## src/rtl/fetch_stage_pkg.sv

```systemverilog
// Shared types and constants for the instruction-fetch stage and its IF/ID register.
package fetch_stage_pkg;
  localparam int WORD_W = 32;

  typedef logic [WORD_W-1:0] word_t;

  localparam word_t NOP_INSTR_DEF = 32'h0000_0000;  // sll $0,$0,0
  localparam word_t RESET_PC_DEF  = 32'h0000_0000;

  typedef enum logic [1:0] {
    S_FETCH = 2'd0,
    S_HOLD  = 2'd1,
    S_DROP  = 2'd2
  } fetch_state_t;
endpackage

```

## src/rtl/fetch_stage_if_id_reg.sv

```systemverilog
// IF/ID pipeline register: stall holds everything, flush or missing instruction inserts a bubble.
module if_id_reg
  import fetch_stage_pkg::*;
#(
  parameter word_t NOP_INSTR = NOP_INSTR_DEF
) (
  input  logic  clk,
  input  logic  rst,
  input  logic  stall,
  input  logic  flush,
  input  logic  load,
  input  word_t instr,
  input  word_t pc,
  output word_t instr_q,
  output word_t pc_q,
  output word_t pc_plus4_q,
  output logic  valid_q
);

  always_ff @(posedge clk) begin
    if (rst) begin
      instr_q    <= NOP_INSTR;
      pc_q       <= '0;
      pc_plus4_q <= '0;
      valid_q    <= 1'b0;
    end else if (!stall) begin
      if (flush || !load) begin
        instr_q <= NOP_INSTR;
        valid_q <= 1'b0;
      end else begin
        instr_q    <= instr;
        pc_q       <= pc;
        pc_plus4_q <= pc + 32'd4;
        valid_q    <= 1'b1;
      end
    end
  end

endmodule

```

## src/rtl/fetch_stage.sv

```systemverilog
// MIPS fetch stage: PC, req/ack instruction-memory handshake, redirect handling and IF/ID register.
//  state   | meaning
//  S_FETCH | request outstanding at pc; ack data is used unless a redirect arrives with it
//  S_HOLD  | fetched word parked in hold_instr while decode is stalled; no request
//  S_DROP  | redirect arrived mid-request; wait out the ack at the old address, then go to pend_pc
module fetch_stage
  import fetch_stage_pkg::*;
#(
  parameter word_t RESET_PC  = RESET_PC_DEF,
  parameter word_t NOP_INSTR = NOP_INSTR_DEF
) (
  input  logic  clk,
  input  logic  rst,
  input  logic  stallD,
  input  logic  flushD,
  input  logic  branch_taken,
  input  word_t branch_target,
  output logic  imem_req,
  output word_t imem_addr,
  input  logic  imem_ack,
  input  word_t imem_rdata,
  output word_t instrD,
  output word_t pcD,
  output word_t pc_plus4D,
  output logic  validD
);

  fetch_state_t state_q, state_n;
  word_t pc_q, pc_n;
  word_t hold_instr_q, hold_instr_n;
  word_t hold_pc_q, hold_pc_n;
  word_t pend_pc_q, pend_pc_n;

  logic  instr_avail;
  word_t load_instr;
  word_t load_pc;

  always_ff @(posedge clk) begin
    if (rst) state_q <= S_FETCH;
    else     state_q <= state_n;
  end

  always_ff @(posedge clk) begin
    if (rst) begin
      pc_q         <= RESET_PC;
      hold_instr_q <= '0;
      hold_pc_q    <= '0;
      pend_pc_q    <= '0;
    end else begin
      pc_q         <= pc_n;
      hold_instr_q <= hold_instr_n;
      hold_pc_q    <= hold_pc_n;
      pend_pc_q    <= pend_pc_n;
    end
  end

  // Redirects are taken regardless of stallD; the PC stays put while a request is unacked.
  always_comb begin
    state_n      = state_q;
    pc_n         = pc_q;
    hold_instr_n = hold_instr_q;
    hold_pc_n    = hold_pc_q;
    pend_pc_n    = pend_pc_q;
    case (state_q)
      S_FETCH: begin
        if (imem_ack) begin
          if (branch_taken) begin
            pc_n = branch_target;
          end else if (!stallD) begin
            pc_n = pc_q + 32'd4;
          end else begin
            hold_instr_n = imem_rdata;
            hold_pc_n    = pc_q;
            state_n      = S_HOLD;
          end
        end else if (branch_taken) begin
          pend_pc_n = branch_target;
          state_n   = S_DROP;
        end
      end
      S_HOLD: begin
        if (branch_taken) begin
          pc_n    = branch_target;
          state_n = S_FETCH;
        end else if (!stallD) begin
          pc_n    = pc_q + 32'd4;
          state_n = S_FETCH;
        end
      end
      S_DROP: begin
        if (imem_ack) begin
          pc_n    = branch_taken ? branch_target : pend_pc_q;
          state_n = S_FETCH;
        end else if (branch_taken) begin
          pend_pc_n = branch_target;
        end
      end
      default: state_n = S_FETCH;
    endcase
  end

  always_comb begin
    imem_req    = 1'b0;
    instr_avail = 1'b0;
    load_instr  = imem_rdata;
    load_pc     = pc_q;
    case (state_q)
      S_FETCH: begin
        imem_req    = !rst;
        instr_avail = imem_ack && !branch_taken;
      end
      S_HOLD: begin
        instr_avail = !branch_taken;
        load_instr  = hold_instr_q;
        load_pc     = hold_pc_q;
      end
      S_DROP:  imem_req = !rst;
      default: imem_req = 1'b0;
    endcase
  end

  assign imem_addr = pc_q;

  if_id_reg #(
    .NOP_INSTR(NOP_INSTR)
  ) u_if_id (
    .clk        (clk),
    .rst        (rst),
    .stall      (stallD),
    .flush      (flushD),
    .load       (instr_avail),
    .instr      (load_instr),
    .pc         (load_pc),
    .instr_q    (instrD),
    .pc_q       (pcD),
    .pc_plus4_q (pc_plus4D),
    .valid_q    (validD)
  );

endmodule

```

## config.mk

```make
export PLATFORM = sky130hd
export DESIGN_NAME = fetch_stage
export DESIGN_NICKNAME = d
export VERILOG_FILES = /design/src/rtl/fetch_stage_pkg.sv /design/src/rtl/fetch_stage_if_id_reg.sv /design/src/rtl/fetch_stage.sv
export SDC_FILE = /design/constraint.sdc
export NUM_CORES = 1
export LEC_CHECK = 0
export ABC_AREA = 1
export CAP_MARGIN = 30
export CORE_AREA = 2 2 145 147
export CTS_BUF_LIST = sky130_fd_sc_hd__clkbuf_2 sky130_fd_sc_hd__clkbuf_4 sky130_fd_sc_hd__clkbuf_8
export CTS_CLUSTER_SIZE = 20
export DETAILED_ROUTE_END_ITERATION = 8
export DIE_AREA = 0 0 147 149
export PLACE_DENSITY_LB_ADDON = 0.1
export SLEW_MARGIN = 20
export SYNTH_ARGS = -nofsm -noshare
export SYNTH_HDL_FRONTEND = slang
export SYNTH_SLANG_ARGS = --single-unit
```

## constraint.sdc

```tcl
create_clock -name clk -period 2.9 [get_ports clk]
set_clock_uncertainty 0.2 [all_clocks]
set_input_delay 0.29 -clock clk [delete_from_list [all_inputs] [get_ports clk]]
set_output_delay 0.29 -clock clk [all_outputs]
set_load 0.02 [all_outputs]
```

; After elaboration in Yosys (flattened, before gate mapping)
; Index checks and enable logic that the tools add are counted.
[classes]
add_sub_neg = 2
reduce_logical = 13
n_mux = 20
div_mod_pow = 0
n_mul = 0
n_eq_ne = 8
n_bitwise = 4
n_lt_le_gt_ge = 0
shift = 0
[ops]
columns = cell, count
row1 = $mux 32, 8
row2 = $pmux 32 s3, 1
row3 = $add 32x3->32 const B, 2
row4 = $mux 2, 7
row5 = $ne 3x3->1 const B, 4
row6 = $pmux 2 s3, 1
row7 = $reduce_and 5->1, 1
row8 = $ne 2x2->1 const B, 2
row9 = $not 1->1, 4
row10 = $reduce_and 2->1, 2
row11 = $reduce_and 4->1, 1
row12 = $logic_not 1->1, 3
row13 = $reduce_and 3->1, 1
row14 = $reduce_bool 3->1, 1
row15 = $eq 2x1->1 const B, 1
row16 = $eq 2x2->1 const B, 1
row17 = $logic_not 2->1, 1
row18 = $mux 1, 2
row19 = $pmux 1 s2, 1
row20 = $reduce_or 2->1, 1
row21 = $logic_and 1x1->1, 1
row22 = $logic_or 1x1->1, 1
[word_totals]
n_memories = 0
ram_bits = 0
ff_bits = 227
latchBits = 0
rom_bits = 0
wordCells = 56

; Longest topological paths before layout
[logic_depth]
depth_word = 7
depth_mapped = 16

; Modules after synthesis
; Synthesis repeated with hierarchy kept, for this count alone.
[unflattened]
hier_cells = 1605
area_unflattened_um2 = 10684.0
[modules_own_cells]
columns = module, cells_per_inst, area_per_inst_um2, n_inst
row1 = fetch_stage, 994, 6516.2, 1
row2 = if_id_reg, 611, 4167.7, 1

; Least setup slack after synthesis
; Ideal clock, no wire load.
[synth_path]
kind = register -> register
start = register state_q[1]
end = register u_if_id.pc_plus4_q[22]
arrival_ns = 1.847
slack_ns = 0.741
n_path_buf = 1
path_stages_with_launch = 17
setup_time_ns = 0.112
required_ns = 2.588
path_cell_list = dfxtp_1 > inv_4 > nand2_8 > buf_8 > nand2_1 > o21ai_1 > inv_1 > ha_1 > nand2_1 > nor2_2 > nand2_2 > inv_2 > nand2_2 > nor2_4 > nand2_1 > nor2_1 > nor2_1
[synth_rtl]
columns = element, line_no
row1 = from (decl), fetch_stage.sv:28  ; fetch_state_t state_q, state_n;
row2 = from (signal assigned), fetch_stage.sv:40  ; else state_q <= state_n;
row3 = $eq 2x1->1, fetch_stage.sv:107  ; case (state_q)
row4 = $mux 32, fetch_stage.sv:107
row5 = named net load_pc[2], fetch_stage.sv:36  ; word_t load_pc;
row6 = $add 32x3->32, fetch_stage_if_id_reg.sv:33  ; pc_plus4_q <= pc + 32'd4;
row7 = to (signal assigned), fetch_stage_if_id_reg.sv:33
row8 = to (decl), fetch_stage_if_id_reg.sv:16  ; output word_t pc_plus4_q,
; The timed path passes the listed nets, and every way through them passes these cells.
; A chain may end at the register's enable or synchronous reset.

; Worst setup path in the final report
[layout_path]
start = register state_q[1]
end = register u_if_id.pc_plus4_q[31]
[layout_between]
elab_chain_len = 6
[layout_lines]
columns = element
row1 = branches (longest 6 deep; another with $add 32x3->32)
; Parallel ways; which one is timed is not known.

==> out/metrics.cfg <==
[outcome]
status=complete, no violations

[route]
first_iter_violations=837
vias=11400
drt_wl_total_mm=33.2
detail-route-antenna-nets=0
wire_per_inst_um=15.9
vias_per_cell=5.46
remaining_drc_errors=0
dr.pass1.iters=5

[power]
powerDensity_nw_per_um2=525
seqPwrFrac=0.457
power_leakage_nw=5.52
p_switching_mw=2.06
clock_power_share=0.400
combPwrFrac=0.143
internal_power_mw=5.27
p_sw_frac=0.281
worst_ir_drop_vdd_uv=331

[layout]
fin_area_um2=13900
most-common-layout-cells=nand2_1, dfxtp_1, clkdlybuf4s50_1
drive_above_1_share=0.0793
insertedDiodeCount=0
synthToLayoutAreaGrowth_pct=27.4
mostFrequentLayoutCell=nand2_1
stdcell_count=2090
layout.nets=1861
utilization=0.678

[sta]
totalNegativeSetupSlack_ns=0
final-hold-violation-count=0
worstMarginPinSlew_ns=0.751
finalSetupViolCount=0
rsz0062_at_grt=no
min_period_over_period=0.885
maxSlewHeadroom=0.499
final_max_slew_viol_count=0
period_needed_ns=2.57
fmax_ghz=0.390

[grt]
grt_first_pass_wirelength_mm=53.4
grt_pass1_vias=10200
grt_antenna_before_repair=0
gr-total-overflow=0
grt_max_degree=94
grt_use_total=0.298

[placed_design]
place_inst=2018
routabilityCongestion=0.926
hpwl_mm=23.4
io_buffers=199
place_area_um2=13100

[die]
die_h_um=149
io_pins=200
start_util=0.533
core_um2=20600
die_area_um2=21900
num_rows=53
die_x_um=147

[logic_synthesis]
synthArstFlopShare=0
yosysUniqueCellTypes=44
syn_area_um2=10900
synth_area_per_cell_um2=6.75
yosysWarnings=0
synth_seq_cells=225
synth_top_area_share=0.411
synthesis.instances=1621
syn-num-nets=1693
synth_top_area_cell=dfxtp_1
synth-seq-area-share=0.411
synth_edf_count=0
synth_ff_type=dfxtp_1
synthTopCellsByArea=dfxtp_1, nand2_1, a21oi_1, o21ai_0, nor2_1

[clocking]
clock_latency_ns=0.55
clockRootBuffer=clkbuf_8
cts.sinks=225
path_clk_slew_ns=0.06
clockBufferDepth=3
htreeDepth=2
tritoncts=done
post_cts_resize_count=0
numCtsBuffers=39

[setup_path]
critPathCaptureType=flop
reg2reg_from=state_q[1]
crit_required_ns=3.14
slowest_stage=dfxtp_1
critPathMaxFanout=51
worst-r2r-cell-count=14
critical-path-max-stage-delay_ns=0.48
reg2reg_to=u_if_id.pc_plus4_q[31]
r2r_slack_ns=0.33
cpMostUsedCell=nand2_1
crit_type=flop to flop
crit_chain=inv_4 > nand2_8 > buf_12 > nand2_1 > o21ai_1 > nand2_1 > nor2_1 > nand2_1 > nor2_1 > nand2_1 > nand2_1 > nand3_1 > nand2_1 > inv_1
crit_arrival_ns=2.81
start_kind=flop

[hold_path]
hold_start=branch_target[18]
hold_path_end=pend_pc_q[18]
hold_class=primary input to flop
holdPathStages=3

[run]
drv_cap=0

==> worst max path at each step <==
stage                    start                     end  cells past startpoint  slack [ns]
floorplan           state_q[1]  u_if_id.pc_plus4_q[22]                     16        0.74
global placement    state_q[0]  u_if_id.pc_plus4_q[28]                     12        0.25
detailed placement  state_q[0]  u_if_id.pc_plus4_q[24]                     12        0.23
CTS                 state_q[0]  u_if_id.pc_plus4_q[24]                     12        0.22
global route        state_q[1]  u_if_id.pc_plus4_q[29]                     14        0.09
finish              state_q[1]  u_if_id.pc_plus4_q[31]                     14        0.33
==> critical path: cells and delay by family (launching register included) <==
family	cells	cell delay (ns)
and+or+nand+nor	10	1.12
DFF	1	0.48
buffers and inverters	3	0.40
AOI/OAI and AO/OA	1	0.25
==> metrics by stage <==
step	hold slack, ns	worst slack [ns]	total power [mW]
6_report	0.162	0.333	7.32
2_1_floorplan	0.224	0.741	3.98
5_1_grt	0.195	0.0926	7.63
3_3_place_gp	0.232	0.246	4.42
3_5_place_dp	0.240	0.229	4.43
4_1_cts	0.154	0.217	7.34
==> power groups by stage <==
stage               Clock (mW)  Sequential, mW  Combinational [mW]
finish                    2.93            3.34                1.05
global route              3.13            3.35                1.15
CTS                       2.97            3.34                1.03
detailed placement           0            3.40                1.02
global placement             0            3.40                1.01
floorplan                    0            3.44               0.540
==> cell families (layout without fill, tap and decap cells) <==
family / Yosys count / in the layout / synth area share
AND/OR/NAND/NOR: 688 / 688 / 0.265
AO/OA/AOI/OAI: 434 / 434 / 0.218
buffers and inverters: 268 / 462 / 0.0993
flip-flops: 225 / 225 / 0.411
XOR/XNOR: 4 / 4 / 0.00320
adder cells (fa/ha/maj): 2 / 2 / 0.00229
==> synth_stat cells, types with 3 or more instances <==
cell and n:
nor2_4 6, nand2_1 374, nand3_1 79, a31oi_1 18, a22oi_1 26, a221oi_1 4
nor2_1 164, o21ai_1 17, o21ai_0 161, a21oi_1 168, buf_2 20, buf_4 7
nor2_2 12, inv_1 155, o22ai_1 3, clkbuf_1 78, o21a_1 13, nand3b_1 3
nor3_1 13, a211oi_1 7, a311oi_1 6, dfxtp_1 225, nand2_2 9, o21ai_2 3
nand4_1 23
==> area by class of cell <==
| type | count | area (µm²) |
|---|---|---|
| flip-flops and latches | 225 | 4500 |
| well taps | 275 | 344 |
| multi-input cells | 1128 | 5360 |
| clock inverters | 6 | 36.3 |
| fillers | 1885 | 6610 |
| repair buffers | 237 | 2360 |
| inverters | 158 | 596 |
| clock buffers | 61 | 746 |
==> repair_timing <==
item / CTS / global route
setup buffers: 0 / 3
endpoints found under the hold margin: 22 / 0
endpoints found under the setup margin: 0 / 1
hold buffers: 1 / 0
==> state kept, by name, indices dropped and copies added (netlist names) <==
register / flops
hold_pc_q: 32
pend_pc_q: 32
u_if_id.pc_plus4_q: 30
u_if_id.pc_q: 32
hold_instr_q: 32
u_if_id.instr_q: 32
state_q: 2
u_if_id.valid_q: 1
imem_addr: 32
==> layer usage <==
layer,vias up,part of all wire,GRT usage
li1,5668,-,-
met1,5252,0.46,0.425
met2,421,0.46,0.469
met3,63,0.057,0.0453
met4,0,0.022,0.0894
met5,-,0,0
Note: power is estimated with default switching activity, not from simulation.
